--- config.mk ---
export PLATFORM = sky130hd
export DESIGN_NAME = bcd_serial_alu
export DESIGN_NICKNAME = d
export VERILOG_FILES = /design/src/rtl/bcd_serial_alu.sv
export SDC_FILE = /design/constraint.sdc
export NUM_CORES = 1
export LEC_CHECK = 0
export ABC_AREA = 1
export ABC_CLOCK_PERIOD_IN_PS = 8900
export CELL_PAD_IN_SITES_DETAIL_PLACEMENT = 1
export CELL_PAD_IN_SITES_GLOBAL_PLACEMENT = 1
export CORE_UTILIZATION = 40
export DETAILED_ROUTE_END_ITERATION = 7
export PLACE_DENSITY = 0.81
export REMOVE_ABC_BUFFERS = 1
export SKIP_LAST_GASP = 1
export SLEW_MARGIN = 10
export SYNTH_ARGS = -nofsm -noshare
export SYNTH_HDL_FRONTEND = slang
export SYNTH_SLANG_ARGS = --single-unit
--- constraint.sdc ---
create_clock -name clk -period 8.9 [get_ports clk]
set_input_delay 1.335 -clock clk [delete_from_list [all_inputs] [get_ports clk]]
set_output_delay 1.335 -clock clk [all_outputs]
set_load 0.05 [all_outputs]
--- src/rtl/bcd_serial_alu.sv ---
// Digit-serial packed-BCD adder/subtractor, one digit per clock, LSD first.
// Responds to a start/done handshake; optional saturation on overflow/underflow.
module bcd_serial_alu #(
  parameter int DIGITS   = 4,
  parameter bit SATURATE = 1'b0
) (
  input  logic                   clk,
  input  logic                   resetN,
  input  logic                   start,
  input  logic                   sub,
  input  logic [DIGITS-1:0][3:0] digits,
  input  logic [DIGITS-1:0][3:0] sum,
  output logic [DIGITS-1:0][3:0] result,
  output logic                   done,
  output logic                   busy,
  output logic                   carry_out
);

  localparam int IW = (DIGITS > 1) ? $clog2(DIGITS) : 1;
  localparam logic [IW-1:0] LAST_IDX = IW'(DIGITS - 1);
  localparam logic [DIGITS-1:0][3:0] ALL_NINES = {DIGITS{4'd9}};

  typedef enum logic [1:0] {
    IDLE = 2'd0,
    RUN  = 2'd1,
    DONE = 2'd2
  } state_t;

  state_t                   state_r, state_s;
  logic [DIGITS-1:0][3:0]   a_r, b_r, result_r;
  logic                     sub_r, carry_r, carry_out_r, done_r, busy_r;
  logic [IW-1:0]            idx_r;
  logic                     accept_s, last_s;
  logic [3:0]               b_dig_s, dig_s;
  logic [4:0]               sum_s;
  logic                     c_s;

  function automatic logic [DIGITS-1:0][3:0] clamp_bcd(input logic [DIGITS-1:0][3:0] v);
    logic [DIGITS-1:0][3:0] r;
    for (int i = 0; i < DIGITS; i++) begin
      r[i] = (v[i] > 4'd9) ? 4'd9 : v[i];
    end
    return r;
  endfunction

  assign accept_s = start && (state_r != RUN);
  assign last_s   = (idx_r == LAST_IDX);

  // Next-state logic for the handshake FSM
  always_comb begin
    state_s = state_r;
    case (state_r)
      IDLE: if (start) state_s = RUN; else state_s = IDLE;
      RUN:  if (last_s) state_s = DONE; else state_s = RUN;
      DONE: if (start) state_s = RUN; else state_s = IDLE;
      default: state_s = IDLE;
    endcase
  end

  // One BCD digit step; subtract uses the nines' complement of B plus initial carry
  always_comb begin
    b_dig_s = sub_r ? (4'd9 - b_r[idx_r]) : b_r[idx_r];
    sum_s   = {1'b0, a_r[idx_r]} + {1'b0, b_dig_s} + {4'd0, carry_r};
    if (sum_s > 5'd9) begin
      dig_s = 4'(sum_s - 5'd10);
      c_s   = 1'b1;
    end else begin
      dig_s = sum_s[3:0];
      c_s   = 1'b0;
    end
  end

  // State, operand latch and digit-serial datapath
  always_ff @(posedge clk) begin
    if (!resetN) begin
      state_r     <= IDLE;
      a_r         <= '0;
      b_r         <= '0;
      sub_r       <= 1'b0;
      carry_r     <= 1'b0;
      idx_r       <= '0;
      result_r    <= '0;
      carry_out_r <= 1'b0;
      done_r      <= 1'b0;
      busy_r      <= 1'b0;
    end else begin
      state_r <= state_s;
      done_r  <= (state_s == DONE);
      busy_r  <= (state_s == RUN);
      if (accept_s) begin
        a_r     <= clamp_bcd(digits);
        b_r     <= clamp_bcd(sum);
        sub_r   <= sub;
        carry_r <= sub;
        idx_r   <= '0;
      end else if (state_r == RUN) begin
        carry_r <= c_s;
        idx_r   <= idx_r + 1'b1;
        if (last_s) begin
          carry_out_r <= c_s;
          if (SATURATE && !sub_r && c_s) begin
            result_r <= ALL_NINES;
          end else if (SATURATE && sub_r && !c_s) begin
            result_r <= '0;
          end else begin
            result_r[idx_r] <= dig_s;
          end
        end else begin
          result_r[idx_r] <= dig_s;
        end
      end else begin
        carry_r <= carry_r;
      end
    end
  end

  assign result    = result_r;
  assign done      = done_r;
  assign busy      = busy_r;
  assign carry_out = carry_out_r;

endmodule

# After elaboration in Yosys (flattened, before gate mapping)

Cells that the tools add are included.

Bits in registers: 57
Bits in latches: 0
Memory bits (writable): 0
Memory bits (read-only): 0
Bits of input ports: 36
Output and inout port bits: 19
Word-level logic and storage cells: 74
Memories: 0

Add/subtract/negate cells: 5
$mul: 0
Divide/modulo/power cells: 0
Magnitude comparators: 11
Equal/unequal tests: 6
Shifts and indexed selects: 0
Mux-type cells: 23
Bitwise logic cells: 2
Reductions and logical operators: 8

Operators by type and width:

| operator              | number |
|---|---|
| $mux W4               | 13 |
| $gt A4 B4 Y1 const B  | 8 |
| $bmux W4 S2           | 2 |
| $bwmux W16            | 1 |
| $demux W4 S2          | 1 |
| $eq A2 B2 Y1 const B  | 3 |
| $add A4 B4 Y5         | 1 |
| $add A5 B1 Y5         | 1 |
| $gt A5 B4 Y1 const B  | 1 |
| $eq A2 B1 Y1 const B  | 2 |
| $mux W1               | 4 |
| $pmux W2 S2           | 1 |
| $reduce_or A2 Y1      | 2 |
| $sub A4 B4 Y4 const A | 1 |
| $sub A4 B4 Y4 const B | 1 |
| $lt A2 B3 Y1 const B  | 1 |
| $reduce_and A3 Y1     | 1 |
| $add A2 B1 Y2 const B | 1 |
| $ge A2 B1 Y1 const B  | 1 |
| $logic_and A1 B1 Y1   | 2 |
| $logic_not A2 Y1      | 1 |
| $mux W2               | 1 |
| $ne A2 B1 Y1 const B  | 1 |
| $not A1 Y1            | 2 |
| 2 further kinds       | 2 |

# Depth between registers and ports, before layout

Gate-level depths: netlist (run 1).

Depth after elaboration: 10
Depth in mapped cells: 21
Depth with buffers taken out: 20

# Worst setup path after synthesis (run 1)

No wires, ideal clock.

Path kind: register to register
Start point: register idx_r[0]
End point: register result_r (netlist bit result[5])
Library setup time: 0.109 ns
Arrival time: 2.830 ns
Required time: 8.791 ns
Slack: 5.961 ns
Stages on the path, launching flop included: 16
Buffers on the path: 1
Clock period less this slack: 2.939 ns
Cell sequence: dfxtp_1 -> buf_2 -> clkinv_1 -> o21ai_0 -> o22ai_1 -> xor2_1 -> fa_1 -> fa_1 -> inv_1 -> ha_1 -> a21oi_2 -> nand2_2 -> nand3_1 -> nand3_1 -> nand2_1 -> inv_1

Word-level cells in the longest chain between the ends: 9
Elaborated cells between the ends (all ways): 17
Those cells by class: 4 x add/sub; 3 x order compare; 9 x mux; 1 x reduce/logical

Ends and longest elaborated chain:

| what                                                 | RTL line | RTL |
|---|---|---|
| start: declaration                                   | 32       | `logic [IW-1:0] idx_r;` |
| start signal: assignment                             | 98       | `idx_r <= idx_r + 1'b1;` |
| $bmux W4 S2                                          | 62       | `b_dig_s = sub_r ? (4'd9 - b_r[idx_r]) : b_r[idx_r];` |
| $mux W4 (not written as such)                        | 62       |  |
| $sub A4 B4 Y4                                        | 62       |  |
| $mux W4                                              | 62       |  |
| $add A4 B4 Y5                                        | 63       | `sum_s = {1'b0, a_r[idx_r]} + {1'b0, b_dig_s} + {4'd0, carry_r};` |
| $add A5 B1 Y5                                        | 63       |  |
| $sub A4 B4 Y4 / $gt A5 B4 Y1 (equally long branches) | 65, 64   |  |
| $mux W4                                              | 64       | `if (sum_s > 5'd9) begin` |
| $bwmux W16 (*)                                       | 106, 109 |  |
| end signal: indexed assignment                       | 106      | `result_r[idx_r] <= dig_s;` |
| end signal: indexed assignment                       | 109      | `result_r[idx_r] <= dig_s;` |
| end: declaration                                     | 30       | `logic [DIGITS-1:0][3:0] a_r, b_r, result_r;` |

Mark *: on every way between the ends. The rest lies on a longest branch, timed or not. The select of a mux whose other input is x is not followed.
A chain may end at the register's enable or synchronous reset.

# Worst setup path after layout (run 1)

Start point: register idx_r[0]
End point: register result_r (netlist bit result[11])

Same word-level chain as after synthesis.

==> results.toml, run 1 <==
[timing]
finalCriticalPeriod_ps = 4062
final.setup_skew_ps = 6.250
finalSetupViolCount = 0
slew_viol_final = 0
fin_tns_setup_ps = 0
fin_hold_ws_ps = 472.2
rsz0062_at_grt = "no"
period_share = 0.4564
tightestPinTransition_ps = 699.9
max_freq_mhz = 246.2
finalHoldViolations = 0
relSlewSlack = 0.5329

[run_status]
outcome = "finished clean"

[global_route]
grt-busiest-layer = "met2"
grt_util_met1 = 0.2737
grt_usage = 0.2257
antenna_found_initial = 0
overflow = 0
grt_use_met3 = 0.06226
first_global_vias = 2689
grt_start_max_net_pins = 39
grtUsageMet2 = 0.3886
grt_pass1_wl_mm = 12.70

[clock_network]
clock_latency_ps = 340
clockBufferDepth = 2
htreeDepth = 3
cts_tree = "yes"
cts_buffers = 9
postCtsHoldBufs = 0
post_cts.repair.setup_buffers = 0
clock-sinks = 57
ctsResizeCount = 0
clkTransAtPathRegs_ps = 60
cts_root_buffer = "clkbuf_8"

[routing]
vias = 2672
drtIter0Drc = 86
drcViolationCount = 0
drt-total-wl_mm = 7.387
avgRoutedWirePerCell_um = 14.51
ant_nets = 0
dr.pass1.iters = 4
vias_per_cell = 5.250

[critical_path]
cp_slowest_stage_delay_ps = 700
rr_worst_depth = 14
cpMaxStageDelayCell = "dfxtp_1"
critPathBufInv = 3
end_kind = "register"
cp.required_ps = 9130
startpoint_type = "register"
crit_family = "adder cells"
critPathKind = "reg2reg"
arrival_ps = 4300
worstSetupPathDepth = 14
worstPathCellList = "clkinv_1 > o21ai_0 > o22ai_1 > xor2_1 > fa_1 > fa_1 > inv_1 > ha_1 > a21oi_2 > nand2_2 > nand3_1 > nand3_1 > nand2_1 > inv_1"
crit_path_max_fanout = 20

[synthesis]
yosysWarnings = 0
synth_top_cell_area_share = 0.4134
synth_cells = 376
synth_cell_types = 33
synth_area_leader_cell = "dfxtp_1"
ys_ff_latch = 57
yosysSeqAreaShare = 0.4134
syn-cell-area_sq_mm = 0.002760
synthTopCellsByArea = "dfxtp_1 41%, nand2_1 8.8%, o21ai_0 7.8%"
avgSynthCellArea_sq_um = 7.341

[die]
die_h_um = 85.07
initial_utilization = 0.4250
fp-row-count = 29
core_sq_mm = 0.006495
num_io_pins = 55
die_x_um = 85.07
dieArea_sq_mm = 0.007237

[power_and_ir_drop]
comb_power_share = 0.234
powerDensity_mw_per_mm2 = 186.6
p_sw_mw = 0.2086
sw_frac_of_total = 0.3188
p_total_mw = 0.6543
seqPwrFrac = 0.426
leakagePower_nw = 1.544
power_frac_clock = 0.340
intPower_mw = 0.4457
ir_drop_uv = 104.8

[layout]
fin_util = 0.5400
layout.nets = 475
most-common-layout-cells = "65 x nand2_1, 57 x dfxtp_1, 54 x clkdlybuf4s50_1"
synthToLayoutAreaGrowth_pct = 27.06
fillers = 819
layout_commonest_cell = "nand2_1"
drive_gt1_frac = 0.07176
antennaDiodeCount = 0

[run]
maxCapViolations = 0

[min_path]
hold-path-cell-count = 2
hold_class = "reg2reg"

[place]
hpwl_mm = 5.425
finalWeightedCongestion = 0.7761
portBuffers = 54
-- stage by stage --
step	cell area, sq um	std cells	setup slack [ps]
6_report	3507	509	4838
5_1_grt	3507	509	4598
4_1_cts	3507	509	4912
3_5_place_dp	3327	494	4951
3_3_place_gp	3327	494	5238
2_1_floorplan	2683	362	5575
-- state kept, by name (all words and copies together), names as in the netlist, 2 cells and up --
name,cells
result,16
b_r,16
state_r,2
idx_r,2
a_r,16
-- final timing paths --
check	slack, ps	end	from
setup / recovery	4840	result[11]$_SDFFE_PN0P_	idx_r[0]$_SDFFE_PP0P_
hold / removal	470	b_r[9]$_SDFFE_PN0P_	b_r[9]$_SDFFE_PN0P_
setup reg to reg	4840	result[11]$_SDFFE_PN0P_	idx_r[0]$_SDFFE_PP0P_
hold reg to reg	470	b_r[9]$_SDFFE_PN0P_	b_r[9]$_SDFFE_PN0P_
-- metal layers --
layer | vias to the layer above | routed length [um]
met3 | 9 | 258
met1 | 1283 | 3382
met5 | - | 0
met4 | 0 | 99
met2 | 47 | 3647
li1 | 1333 | -
-- worst register-to-register path, stage by stage (launching register included) --
cell      delay [ps]
dfxtp_1          700
clkinv_1         580
o21ai_0          360
o22ai_1          160
xor2_1           190
fa_1             460
fa_1             550
inv_1             90
ha_1             230
a21oi_2          130
nand2_2          110
nand3_1          170
nand3_1          130
nand2_1           80
inv_1             30
-- synthesized netlist by cell type --
library cell / number
xor2_1: 1
ha_1: 9
nor2_4: 1
nand2_1: 65
dfxtp_1: 57
o21ai_0: 43
nor2_1: 30
nor2_8: 1
fa_1: 2
a32oi_1: 1
clkinv_1: 2
clkbuf_1: 4
inv_4: 1
inv_2: 3
o21ai_1: 1
o21a_1: 12
buf_1: 1
nand2_4: 1
buf_6: 1
nor3_1: 3
a211oi_1: 2
a21oi_1: 37
o22ai_1: 3
nor2_2: 1
a31oi_1: 1
nand2_2: 5
buf_2: 5
nand3_1: 31
inv_1: 44
nand4_1: 2
buf_4: 3
xnor2_1: 1
a21oi_2: 2
-- final cells by class --
class                   count  area (sq um)  area share
flip-flops and latches     57          1141      0.3254
clock buffers              12         165.2     0.04709
well taps                  77         96.34     0.02747
multi-input cells         255          1351      0.3853
clock inverters             3         15.01    0.004281
repair buffers             55         548.0      0.1563
inverters                  50         190.2     0.05423
-- power groups by stage --
| stage | combinational (mW) | sequential (mW) | clock, mW |
|---|---|---|---|
| after floorplan | 0.0889 | 0.293 | 0 |
| after global placement | 0.147 | 0.284 | 0 |
| after detailed placement | 0.152 | 0.285 | 0 |
| after CTS | 0.153 | 0.279 | 0.227 |
| after global routing | 0.170 | 0.281 | 0.239 |
| final | 0.153 | 0.279 | 0.222 |
-- cell families (layout without fill, tap and decap cells) --
kind of cell | count (synthesis) | in the layout | share of synthesized area
compound gates | 102 | 102 | 0.2035
simple gates | 140 | 140 | 0.2244
xor+xnor | 2 | 2 | 0.006347
fa+ha+maj | 11 | 11 | 0.05531
flops | 57 | 57 | 0.4134
buf+inv | 64 | 120 | 0.09701
No activity file was read; power rests on OpenSTA's default activity.
==> inputs of run 2 (changes only) <==
- ABC_CLOCK_PERIOD_IN_PS: 8900 -> 3400
- CORE_UTILIZATION: 40 -> 33
- PLACE_DENSITY: 0.81 -> 0.71
- clock period: 8.9 -> 3.4 ns (I/O delays scaled with it)
==> run 2 against run 1 <==
Hold slack lost 4.1 ps. Combinational power rose to 2.6 times the previous value. Global-route usage decreased by 4.3 points. Die area grew 21%. Sequential power grew to 2.6 times the previous value. Non-clock buffer count increased by 6. Clock power grew to 2.5 times the previous value. Total power rose to 2.6 times the previous value. Maximum frequency up 32%. Register-to-register slack got worse by 4500 ps. Cell count grew 6.3%. Flip-flop and latch count stayed put. Critical endpoint unchanged.
==> results.toml, run 2 (synthesis gave the netlist of run 1 again) <==
[critical_path]
arrival_ps = 3310
cpMaxStageDelayCell = "fa_1"
critPathBufInv = 2
crit_path_max_fanout = 18
worstPathCellList = "buf_4 > o21ai_0 > o22ai_1 > xor2_1 > fa_1 > fa_1 > nand2_1 > nand2_2 > ha_1 > a21oi_2 > nand2_2 > nand3_1 > nand3_1 > nand2_1 > inv_1"
rr_worst_depth = 15
cp_slowest_stage_delay_ps = 460
crit_family = "adder cells"
cp.required_ps = 3630
end_kind = "register"
critPathKind = "reg2reg"
startpoint_type = "register"
worstSetupPathDepth = 15

[power_and_ir_drop]
leakagePower_nw = 1.569
ir_drop_uv = 210.4
powerDensity_mw_per_mm2 = 472.1

[routing]
vias_per_cell = 4.869
vias = 2634
ant_nets = 0
avgRoutedWirePerCell_um = 13.43
drcViolationCount = 0
dr.pass1.iters = 4
drtIter0Drc = 95
drt-total-wl_mm = 7.264

[layout]
drive_gt1_frac = 0.08428
layout_commonest_cell = "nand2_1"
most-common-layout-cells = "65 x nand2_1, 57 x dfxtp_1, 54 x clkdlybuf4s50_1"
layout.nets = 481
multi_input_area_sq_mm = 0.001359
stdcell_count = 541
synthToLayoutAreaGrowth_pct = 29.87
antennaDiodeCount = 0
fillers = 1008
fin_util = 0.4545
stdcell_area_sq_mm = 0.003585
regArea_sq_mm = 0.001141

[timing]
slew_viol_final = 0
finalCriticalPeriod_ps = 3075
tightestPinTransition_ps = 789.3
max_freq_mhz = 325.2
finalSetupViolCount = 0
final.setup_skew_ps = 12.73
fin_tns_setup_ps = 0
finalHoldViolations = 0
period_share = 0.9044
relSlewSlack = 0.4732
final.setup.worst_slack_ps = 325.0
rsz0062_at_grt = "no"

[min_path]
hold_class = "reg2reg"
hold-path-cell-count = 2

[clock_network]
postCtsHoldBufs = 0
cts_buffers = 9
clkTransAtPathRegs_ps = 70
clock_latency_ps = 340
cts_root_buffer = "clkbuf_8"
clockBufferDepth = 2
htreeDepth = 3
clock-sinks = 57
cts_tree = "yes"

[die]
dieArea_sq_mm = 0.008734
die_x_um = 93.46
initial_utilization = 0.3499
die_h_um = 93.46
num_io_pins = 55
fp-row-count = 32
core_sq_mm = 0.007888

[global_route]
grt_pass1_wl_mm = 12.40
first_global_vias = 2667
overflow = 0
grt_usage = 0.1831
antenna_found_initial = 0
grt_start_max_net_pins = 35

[run_status]
outcome = "finished clean"

[place]
finalWeightedCongestion = 0.8318
portBuffers = 54
placed_area_sq_mm = 0.003403
place_ws_ps = 273.7
place_inst = 525
hpwl_mm = 5.534

[run]
maxCapViolations = 0
run 2: changes by cell type in the layout (fill, tap and decap cells not counted):
cell | before | now
a32oi_1 | 1 | 0
a32oi_2 | 0 | 1
buf_4 | 1 | 7
clkbuf_1 | 0 | 2
clkbuf_8 | 12 | 11
run 2: layer usage:
metal / GRT usage / vias to the layer above / routed length [um]
met5: 0 / - / 0
met4: 0.05769 / 0 / 103
met3: 0.03902 / 10 / 213
met2: 0.2996 / 39 / 3406
met1: 0.2399 / 1237 / 3540
li1: - / 1348 / -
run 2: final cells by class:
class	count	area share
flip-flops and latches	57	0.3183
clock inverters	3	0.004188
repair buffers	61	0.1654
inverters	50	0.05305
clock buffers	13	0.04433
multi-input cells	255	0.3791
well taps	102	0.03560
run 2: per-stage QoR:
stage | hold slack (ps) | power (mW)
final | 468.1 | 1.692
after CTS | 471.0 | 1.713
after detailed placement | 461.1 | 1.144
after global routing | 479.6 | 1.789
after global placement | 458.1 | 1.134
after floorplan | 437.7 | 0.9985
run 2: repair_timing:
action / CTS / global route
setup endpoints to repair: 0 / 1
buffers inserted: 0 / 0
resized for setup: 0 / 1
run 2: final timing paths:
| check | start | slack (ps) | end |
|---|---|---|---|
| max | idx_r[0]$_SDFFE_PP0P_ | 320 | result[11]$_SDFFE_PN0P_ |
| min | b_r[13]$_SDFFE_PN0P_ | 470 | b_r[13]$_SDFFE_PN0P_ |
| max reg2reg | idx_r[0]$_SDFFE_PP0P_ | 320 | result[11]$_SDFFE_PN0P_ |
| min reg2reg | b_r[13]$_SDFFE_PN0P_ | 470 | b_r[13]$_SDFFE_PN0P_ |
run 2: report_power, final:
group	internal (mW)	total [mW]	switching (mW)	leakage, nW
Clock	0.301	0.565	0.264	0.0932
Combinational	0.149	0.403	0.253	1.01
Sequential	0.706	0.725	0.0187	0.467
Total	1.16	1.69	0.536	1.57
run 2: worst reg2reg max path, cell delays in order (launching register included):
cell,delay [ps]
dfxtp_1,310
buf_4,190
o21ai_0,220
o22ai_1,130
xor2_1,170
fa_1,460
fa_1,420
nand2_1,130
nand2_2,90
ha_1,240
a21oi_2,120
nand2_2,100
nand3_1,160
nand3_1,120
nand2_1,80
inv_1,30
==> inputs of run 3 (changes only) <==
- ABC_CLOCK_PERIOD_IN_PS: 3400 -> 3120
- CORE_UTILIZATION: 33 -> 37
- PLACE_DENSITY: 0.71 -> 0.76
- clock period: 3.4 -> 3.12 ns (I/O delays scaled with it)
==> run 3 against run 2 <==
Non-clock buffer count is 7 higher. Count of clock-buffer cells in the layout is 4 lower. Sequential power is 9.2% higher. Largest power group unchanged.
==> results.toml, run 3 (synthesis gave the netlist of run 1 again) <==
[die]
dieArea_sq_mm = 0.007809
fp-row-count = 31
core_sq_mm = 0.007214
die_h_um = 88.37
die_x_um = 88.37
num_io_pins = 55
initial_utilization = 0.3826

[clock_network]
clockBufferDepth = 2
cts_root_buffer = "clkbuf_8"
cts_tree = "yes"
clkTransAtPathRegs_ps = 70
cts_buffers = 9
clock-sinks = 57
htreeDepth = 3
clock_latency_ps = 350

[layout]
antennaDiodeCount = 0
fillers = 923
layout_commonest_cell = "nand2_1"
fin_util = 0.5090
synthToLayoutAreaGrowth_pct = 33.05
layout.nets = 488
stdcell_area_sq_mm = 0.003672
most-common-layout-cells = "65 x nand2_1, 56 x dfxtp_1, 54 x clkdlybuf4s50_1"
drive_gt1_frac = 0.1166

[min_path]
hold_class = "reg2reg"

[global_route]
grt_usage = 0.2161
grt_pass1_wl_mm = 12.67
overflow = 0
grt_start_max_net_pins = 38
first_global_vias = 2712
antenna_found_initial = 0

[power_and_ir_drop]
comb_power_share = 0.238
power_frac_clock = 0.353
p_sw_mw = 0.6315
seqPwrFrac = 0.408
ir_drop_uv = 233.2
sw_frac_of_total = 0.3255
intPower_mw = 1.308
powerDensity_mw_per_mm2 = 528.3
leakagePower_nw = 1.608

[routing]
drt-total-wl_mm = 7.657
drtIter0Drc = 83
avgRoutedWirePerCell_um = 14.05
vias = 2688
ant_nets = 0
dr.pass1.iters = 4
drcViolationCount = 0
vias_per_cell = 4.932

[place]
portBuffers = 54
finalWeightedCongestion = 0.8050
hpwl_mm = 5.595
placed_area_sq_mm = 0.003415

[timing]
tightestPinTransition_ps = 506.7
final.setup_skew_ps = 12.75
finalCriticalPeriod_ps = 2914
relSlewSlack = 0.6611
max_freq_mhz = 343.2
finalSetupViolCount = 0
slew_viol_final = 0
finalHoldViolations = 0
period_share = 0.9338

[critical_path]
arrival_ps = 3150
startpoint_type = "register"
cp_slowest_stage_delay_ps = 550
end_kind = "register"
cpMaxStageDelayCell = "fa_1"
crit_path_max_fanout = 10
worstPathCellList = "buf_6 > o21ai_1 > o22ai_1 > xor2_1 > fa_2 > fa_1 > inv_1 > ha_1 > a21oi_2 > nand2_2 > nand3_1 > nand3_1 > nand2_1 > inv_1"
cp.required_ps = 3360
critPathKind = "reg2reg"

[run]
maxCapViolations = 0

[run_status]
outcome = "finished clean"
==> run 3: cell count changes in the layout (fill, tap and decap cells not counted), moves of 2 or more <==
cell / delta
clkbuf_8: -2
o21ai_0: -3
inv_2: +2
o21ai_1: +3
nand3_2: +2
buf_4: +6
clkbuf_1: -2
nand3_1: -2
clkinvlp_4: +3
clkinv_1: -2
==> run 3: what timing repair did <==
item	4_1_cts	5_1_grt
endpoints found under the setup margin	0	14
gates resized for setup	0	11
hold buffers	0	0
setup buffers	0	5
==> run 3: final timing paths <==
check                                           start                       to  slack (ps)  cells past startpoint
worst max-delay path            idx_r[0]$_SDFFE_PP0P_  result[11]$_SDFFE_PN0P_         210                     14
worst max register to register  idx_r[0]$_SDFFE_PP0P_  result[11]$_SDFFE_PN0P_         210                     14
worst min register to register    a_r[6]$_SDFFE_PN0P_      a_r[6]$_SDFFE_PN0P_         460                      2
worst min-delay path              a_r[6]$_SDFFE_PN0P_      a_r[6]$_SDFFE_PN0P_         460                      2
==> run 3: routing by layer <==
layer / vias to the layer above / share of wire / track usage
met4: 0 / 0.017 / 0.08798
li1: 1369 / - / -
met3: 12 / 0.029 / 0.03918
met1: 1262 / 0.46 / 0.2696
met2: 45 / 0.50 / 0.3678
met5: - / 0 / 0
==> run 3: area by class of cell <==
type | instances | area [sq um] | area share
Tap cell | 99 | 123.9 | 0.03373
Timing Repair Buffer | 68 | 649.4 | 0.1768
Sequential cell | 57 | 1142 | 0.3111
Inverter | 50 | 190.2 | 0.05179
Clock inverter | 7 | 71.32 | 0.01942
Multi-Input combinational cell | 255 | 1371 | 0.3734
Clock buffer | 9 | 123.9 | 0.03373
==> run 3: worst max-delay path, delay by kind of cell, from the launching register on <==
family | cells | cell delay [ps]
adders and majority gates | 3 | 1180
and+or+nand+nor | 4 | 450
AOI/OAI and AO/OA | 3 | 410
DFF | 1 | 360
buffers and inverters | 3 | 280
xor gates and xnor gates | 1 | 120
==> run 3: metrics by stage <==
| stage | power [mW] | setup TNS [ps] | hold WS, ps | cells | worst slack, ps |
|---|---|---|---|---|---|
| final | 1.940 | 0 | 462.3 | 545 | 206.5 |
| after global routing | 2.046 | -1.234 | 491.7 | 545 | -1.234 |
| after CTS | 1.947 | 0 | 466.0 | 540 | 18.80 |
| after detailed placement | 1.255 | 0 | 453.1 | 524 | 69.97 |
| after global placement | 1.240 | 0 | 453.5 | 524 | 175.4 |
| after floorplan | 1.088 | -2573 | 437.7 | 362 | -205.3 |
==> run 3: power by group through the flow <==
stage	clock network (mW)	logic [mW]	registers [mW]
3_5_place_dp	0	0.447	0.808
3_3_place_gp	0	0.433	0.807
5_1_grt	0.737	0.513	0.796
2_1_floorplan	0	0.254	0.835
4_1_cts	0.704	0.451	0.792
6_report	0.685	0.463	0.792
